File: config.mk
export PLATFORM = sky130hd
export DESIGN_NAME = hazard_scoreboard
export DESIGN_NICKNAME = d
export VERILOG_FILES = /design/src/rtl/hazard_scoreboard_pkg.sv /design/src/rtl/hazard_scoreboard_md_busy_counter.sv /design/src/rtl/hazard_scoreboard.sv
export SDC_FILE = /design/constraint.sdc
export NUM_CORES = 1
export LEC_CHECK = 0
export ABC_AREA = 1
export CAP_MARGIN = 5
export CORE_MARGIN = 2
export CORE_UTILIZATION = 55
export CTS_BUF_LIST = sky130_fd_sc_hd__clkbuf_4 sky130_fd_sc_hd__clkbuf_8
export DETAILED_ROUTE_END_ITERATION = 10
export GPL_TIMING_DRIVEN = 0
export MAX_ROUTING_LAYER = met4
export PLACE_DENSITY = 0.88
export REMOVE_ABC_BUFFERS = 1
export SKIP_CTS_REPAIR_TIMING = 1
export SYNTH_ARGS = -nofsm -noshare
export SYNTH_HDL_FRONTEND = slang
export SYNTH_SLANG_ARGS = --single-unit
File: constraint.sdc
create_clock -name clk -period 4.1 [get_ports clk]
set_input_delay 0.82 -clock clk [delete_from_list [all_inputs] [get_ports clk]]
set_output_delay 0.82 -clock clk [all_outputs]
set_load 0.05 [all_outputs]
File: src/rtl/hazard_scoreboard_pkg.sv
// Shared types and constants for the decode-stage hazard scoreboard.
// Tuse/Tnew encodings are in cycles relative to the D and E stages.
package hazard_scoreboard_pkg;

    localparam int REG_MAX_W  = 8;
    localparam int TNEW_MAX_W = 4;

    localparam logic [1:0] TUSE_D = 2'd0;
    localparam logic [1:0] TUSE_E = 2'd1;
    localparam logic [1:0] TUSE_M = 2'd2;

    localparam logic [1:0] TNEW_ALU  = 2'd1;
    localparam logic [1:0] TNEW_LOAD = 2'd2;
    localparam logic [1:0] TNEW_MF   = 2'd1;

    // Fields are sized to the widest supported configuration; narrower
    // module parameters zero-extend into them.
    typedef struct packed {
        logic                  valid;
        logic [REG_MAX_W-1:0]  dst;
        logic [TNEW_MAX_W-1:0] tnew;
    } sb_entry_t;

    function automatic logic [TNEW_MAX_W-1:0] tnew_dec(input logic [TNEW_MAX_W-1:0] t);
        return (t == '0) ? t : t - TNEW_MAX_W'(1);
    endfunction

endpackage

File: src/rtl/hazard_scoreboard_md_busy_counter.sv
// Multiply/divide busy counter: loads the unit latency on a start and
// counts down to zero; busy while non-zero.
module md_busy_counter #(
    parameter int MULT_LAT = 5,
    parameter int DIV_LAT  = 10
) (
    input  logic clk,
    input  logic reset,
    input  logic start,
    input  logic is_div,
    output logic busy
);

    localparam int MAX_LAT = (MULT_LAT > DIV_LAT) ? MULT_LAT : DIV_LAT;
    localparam int CNT_W   = $clog2(MAX_LAT + 1);

    logic [CNT_W-1:0] count;

    always_ff @(posedge clk) begin
        if (reset) begin
            count <= '0;
        end else if (start) begin
            count <= is_div ? CNT_W'(DIV_LAT) : CNT_W'(MULT_LAT);
        end else if (count != '0) begin
            count <= count - CNT_W'(1);
        end
    end

    assign busy = (count != '0);

endmodule

File: src/rtl/hazard_scoreboard.sv
// Tnew/Tuse hazard scoreboard for a classic 5-stage pipeline with an
// optional multi-cycle multiply/divide interlock (macro HAZARD_MD_UNIT_EN).
module hazard_scoreboard
    import hazard_scoreboard_pkg::*;
#(
    parameter int REG_W    = 5,
    parameter int DEPTH    = 3,
    parameter int TNEW_W   = 2,
    parameter int MULT_LAT = 5,
    parameter int DIV_LAT  = 10
) (
    input  logic              clk,
    input  logic              reset,
    input  logic              id_valid,
    input  logic [REG_W-1:0]  id_rs,
    input  logic [REG_W-1:0]  id_rt,
    input  logic              id_rs_use,
    input  logic              id_rt_use,
    input  logic [TNEW_W-1:0] id_rs_tuse,
    input  logic [TNEW_W-1:0] id_rt_tuse,
    input  logic [REG_W-1:0]  id_dst,
    input  logic [TNEW_W-1:0] id_tnew,
    input  logic              id_md_op,
    input  logic              id_md_start,
    input  logic              id_md_div,
    input  logic              flush,
    output logic              stall,
    output logic              md_busy,
    output logic [DEPTH-1:0]  sb_valid
);

    sb_entry_t ent [DEPTH];
    logic      issue;
    logic      rs_hit_stall;
    logic      rt_hit_stall;
    logic      md_stall;

    // Walk oldest to youngest so the youngest matching writer has the last word.
    always_comb begin
        rs_hit_stall = 1'b0;
        rt_hit_stall = 1'b0;
        for (int i = DEPTH - 1; i >= 0; i--) begin
            if (ent[i].valid && ent[i].dst != '0 && ent[i].dst == REG_MAX_W'(id_rs))
                rs_hit_stall = ent[i].tnew > TNEW_MAX_W'(id_rs_tuse);
            if (ent[i].valid && ent[i].dst != '0 && ent[i].dst == REG_MAX_W'(id_rt))
                rt_hit_stall = ent[i].tnew > TNEW_MAX_W'(id_rt_tuse);
        end
    end

    assign stall = id_valid && ((id_rs_use && rs_hit_stall) ||
                                (id_rt_use && rt_hit_stall) || md_stall);
    assign issue = id_valid && !stall;

    always_comb begin
        sb_valid = '0;
        for (int i = 0; i < DEPTH; i++) sb_valid[i] = ent[i].valid;
    end

    // D -> E load, then E -> M -> W shift with saturating Tnew countdown.
    always_ff @(posedge clk) begin
        if (reset || flush) begin
            for (int i = 0; i < DEPTH; i++) ent[i] <= '0;
        end else begin
            for (int i = 1; i < DEPTH; i++) begin
                ent[i].valid <= ent[i-1].valid;
                ent[i].dst   <= ent[i-1].dst;
                ent[i].tnew  <= tnew_dec(ent[i-1].tnew);
            end
            if (issue) begin
                ent[0].valid <= 1'b1;
                ent[0].dst   <= REG_MAX_W'(id_dst);
                ent[0].tnew  <= TNEW_MAX_W'(id_tnew);
            end else begin
                ent[0] <= '0;
            end
        end
    end

`ifdef HAZARD_MD_UNIT_EN
    md_busy_counter #(
        .MULT_LAT (MULT_LAT),
        .DIV_LAT  (DIV_LAT)
    ) u_md_busy_counter (
        .clk    (clk),
        .reset  (reset),
        .start  (issue && id_md_start),
        .is_div (id_md_div),
        .busy   (md_busy)
    );
    assign md_stall = id_md_op && md_busy;
`else
    logic unused_md_inputs;
    assign unused_md_inputs = ^{id_md_op, id_md_start, id_md_div};
    assign md_busy  = 1'b0;
    assign md_stall = 1'b0;
`endif

endmodule

==> impl_metrics.tcl <==
set metrics [dict create \
    run_status "completed" \
    gp_congestion 0.883 \
    postSynthCellCount 275 \
    grt_max_degree 18 \
    postLayoutSetupSlackWorst_ns 0.344 \
    grt-ovfl-total 0 \
    dp.cells 375 \
    std_cell_rows 22 \
    largestRegisters "ent (27)" \
    post-route-period-util 0.916 \
    ys_seq_area_frac 0.400 \
    cpLargestDelayFamily "buffers and inverters" \
    wl_um 4120 \
    critical_path_required_ns 3.28 \
    power-per-cell-area_nw_per_um2 252 \
    yosys_warnings 0 \
    ios 35 \
    dieWidth_um 64.7 \
    numCtsBuffers 3 \
    startpoint_type "primary input" \
    power.total_mw 0.632 \
    cts_max_level 1 \
    cap_violations 0 \
    setup_viol 0 \
    max_freq_mhz 266 \
    syn_to_final_growth_pct 23.5 \
    grt_pass1_vias 1701 \
    dp_hpwl_um 3250 \
    fin_skew_ns 0.00782 \
    mostFrequentLayoutCell "nand2_1" \
    synth-seq-cells 27 \
    grt_first_pass_wirelength_um 7270 \
    ir_drop_mv 0.184 \
    rsz0062_at_grt "false" \
    fin_nets 376 \
    clock_sinks 27 \
    synth_simple_gate_area_frac 0.278 \
    viasPerCell 4.62 \
    clock_latency_ns 0.28 \
    cp_cell_sequence "clkdlybuf4s50_1 > inv_1 > ha_1 > nand2_1 > nand2_1 > nand2_1 > nand2_1 > nand2_1 > nor2_1 > nand2_1 > nand3_1 > nand2_1 > a21oi_1 > dlymetal6s2s_1" \
    drtIter0Drc 78 \
    port_buffers 30 \
    layout.cells.non_filler 379 \
    report.final.slew_viol_count 0 \
    antenna_cells 0 \
    p_leak_nw 1.28 \
    dieHeight_um 64.7 \
    placed_area_um2 2450 \
    cp_max_fo 3 \
    hold_path_class "flop to flop" \
    firstDrtPassIters 4 \
    drive_gt1_frac 0.0242 \
    antenna_found_initial 0 \
    end_kind "output port" \
    design_area_um2 2500 \
    drc 0 \
    synth_top_family_by_area "simple AND/OR/NAND/NOR gates" \
    post_synth_mux_area_share 0 \
    crit_slowest_cell "clkdlybuf4s50_1" \
    relSlewSlack 0.665 \
    worstPathBufferInverterCount 3 \
    whs_ns 0.572 \
    criticalPathCategory "primary input to output port" \
    hold_violations 0 \
    clkTransAtPathRegs_ns 0.09 \
    worstMarginPinSlew_ns 0.501 \
    crit_path_frequent_cell "nand2_1" \
    clock_path_buffers 2 \
    avgSynthCellArea_um2 7.37 \
    min_period_ns 3.76 \
    synth.distinct_cells 21 \
    ant_nets 0 \
    clock-root-buffer "clkbuf_8" \
    worstPathArrival_ns 2.94 \
    dieArea_um2 4180 \
    synth_xor_xnor_area_share 0.0605 \
    dp_slack_ns -0.0480 \
    initial_utilization 0.562 \
    slowest_delay_ns 0.45 \
    synth_compound_area_frac 0.0432 \
    final_cell_mix "nand2_1 (71), inv_1 (58), nor2_1 (41)" \
    largest_reg_flops 27 \
    core_area_um2 3610 \
    cts_tree "built" \
    num_vias 1750 \
    regMostFlops "ent" \
    grtUsageTotal 0.231 \
    netlist_area_um2 2030 \
    synth_fa_ha_area_frac 0.0865 \
    nFillCells 312 \
    wl_per_cell_um 10.9 \
]
-- logic make-up (layout without fill, tap and decap cells) --
| kind of cell | count (synthesis) | after routing |
|---|---|---|
| xor gates and xnor gates | 14 | 14 |
| and+or+nand+nor | 136 | 136 |
| AOI/OAI and AO/OA | 17 | 17 |
| other | 2 | 29 |
| DFF | 27 | 27 |
| buffers and inverters | 65 | 94 |
| adders and majority gates | 14 | 14 |
-- layout make-up --
class,instances,area [µm²],area share
clock buffer,3,41.3,0.0165
clock inverter,1,5.00,0.00200
inverter,60,225,0.0900
multi-input combinational,210,1060,0.422
sequential,27,811,0.324
tap,48,60.1,0.0240
timing repair buffer,30,303,0.121
-- worst paths after layout --
path	slack, ns	startpoint	endpoint	cells past startpoint
worst max register to register	2.24	ent[0][13]$_SDFFCE_PP0P_	ent[0][1]$_SDFFCE_PP0P_	10
worst max-delay path	0.34	id_rt_tuse[1]	stall	14
worst min register to register	0.57	ent[0][0]$_SDFFCE_PP0P_	ent[0][13]$_SDFFCE_PP0P_	1
worst min-delay path	0.57	ent[0][0]$_SDFFCE_PP0P_	ent[0][13]$_SDFFCE_PP0P_	1
-- worst reg2reg max path: stages (launching register included) --
cell	delay (ns)
edfxtp_1	0.42
inv_1	0.17
ha_1	0.25
nand2_1	0.07
inv_1	0.04
o21ai_0	0.17
nand3_1	0.10
nand3_1	0.10
nand2_1	0.11
nand3_4	0.14
nor2_1	0.05
-- synthesized netlist by cell type, drive strengths merged --
cell type  number  area [µm²]
nand2          72         273
inv            59         221
nor2           41         154
edfxtp         27         811
nand3          15        87.6
ha             14         175
xnor2          11        96.3
o21ai           9        45.0
a21oi           7        35.0
nor3            5        30.0
buf             4        30.0
nand4           3        18.8
xor2            3        26.3
conb            2        7.51
clkbuf          1        3.75
clkinv          1        3.75
o21bai          1        7.51
-- power breakdown --
part	internal (mW)	total [mW]	leakage (nW)	switching, mW
sequential	0.320	0.332	0.278	0.0124
clock	0.0684	0.157	0.0255	0.0882
combinational	0.0625	0.143	0.977	0.0805
-- through the flow --
stage               setup TNS [ns]  utilization
floorplan                        0            -
global placement                 0        0.680
detailed placement         -0.0480        0.680
CTS                        -0.0704        0.693
global route                     0        0.694
finish                           0        0.694
-- layer usage --
layer | track usage | share of wire
met5 | - | 0
met3 | 0.0208 | 0.041
met2 | 0.413 | 0.51
met1 | 0.285 | 0.44
met4 | 0.0559 | 0.011
Power figures use the tool's default switching activity.
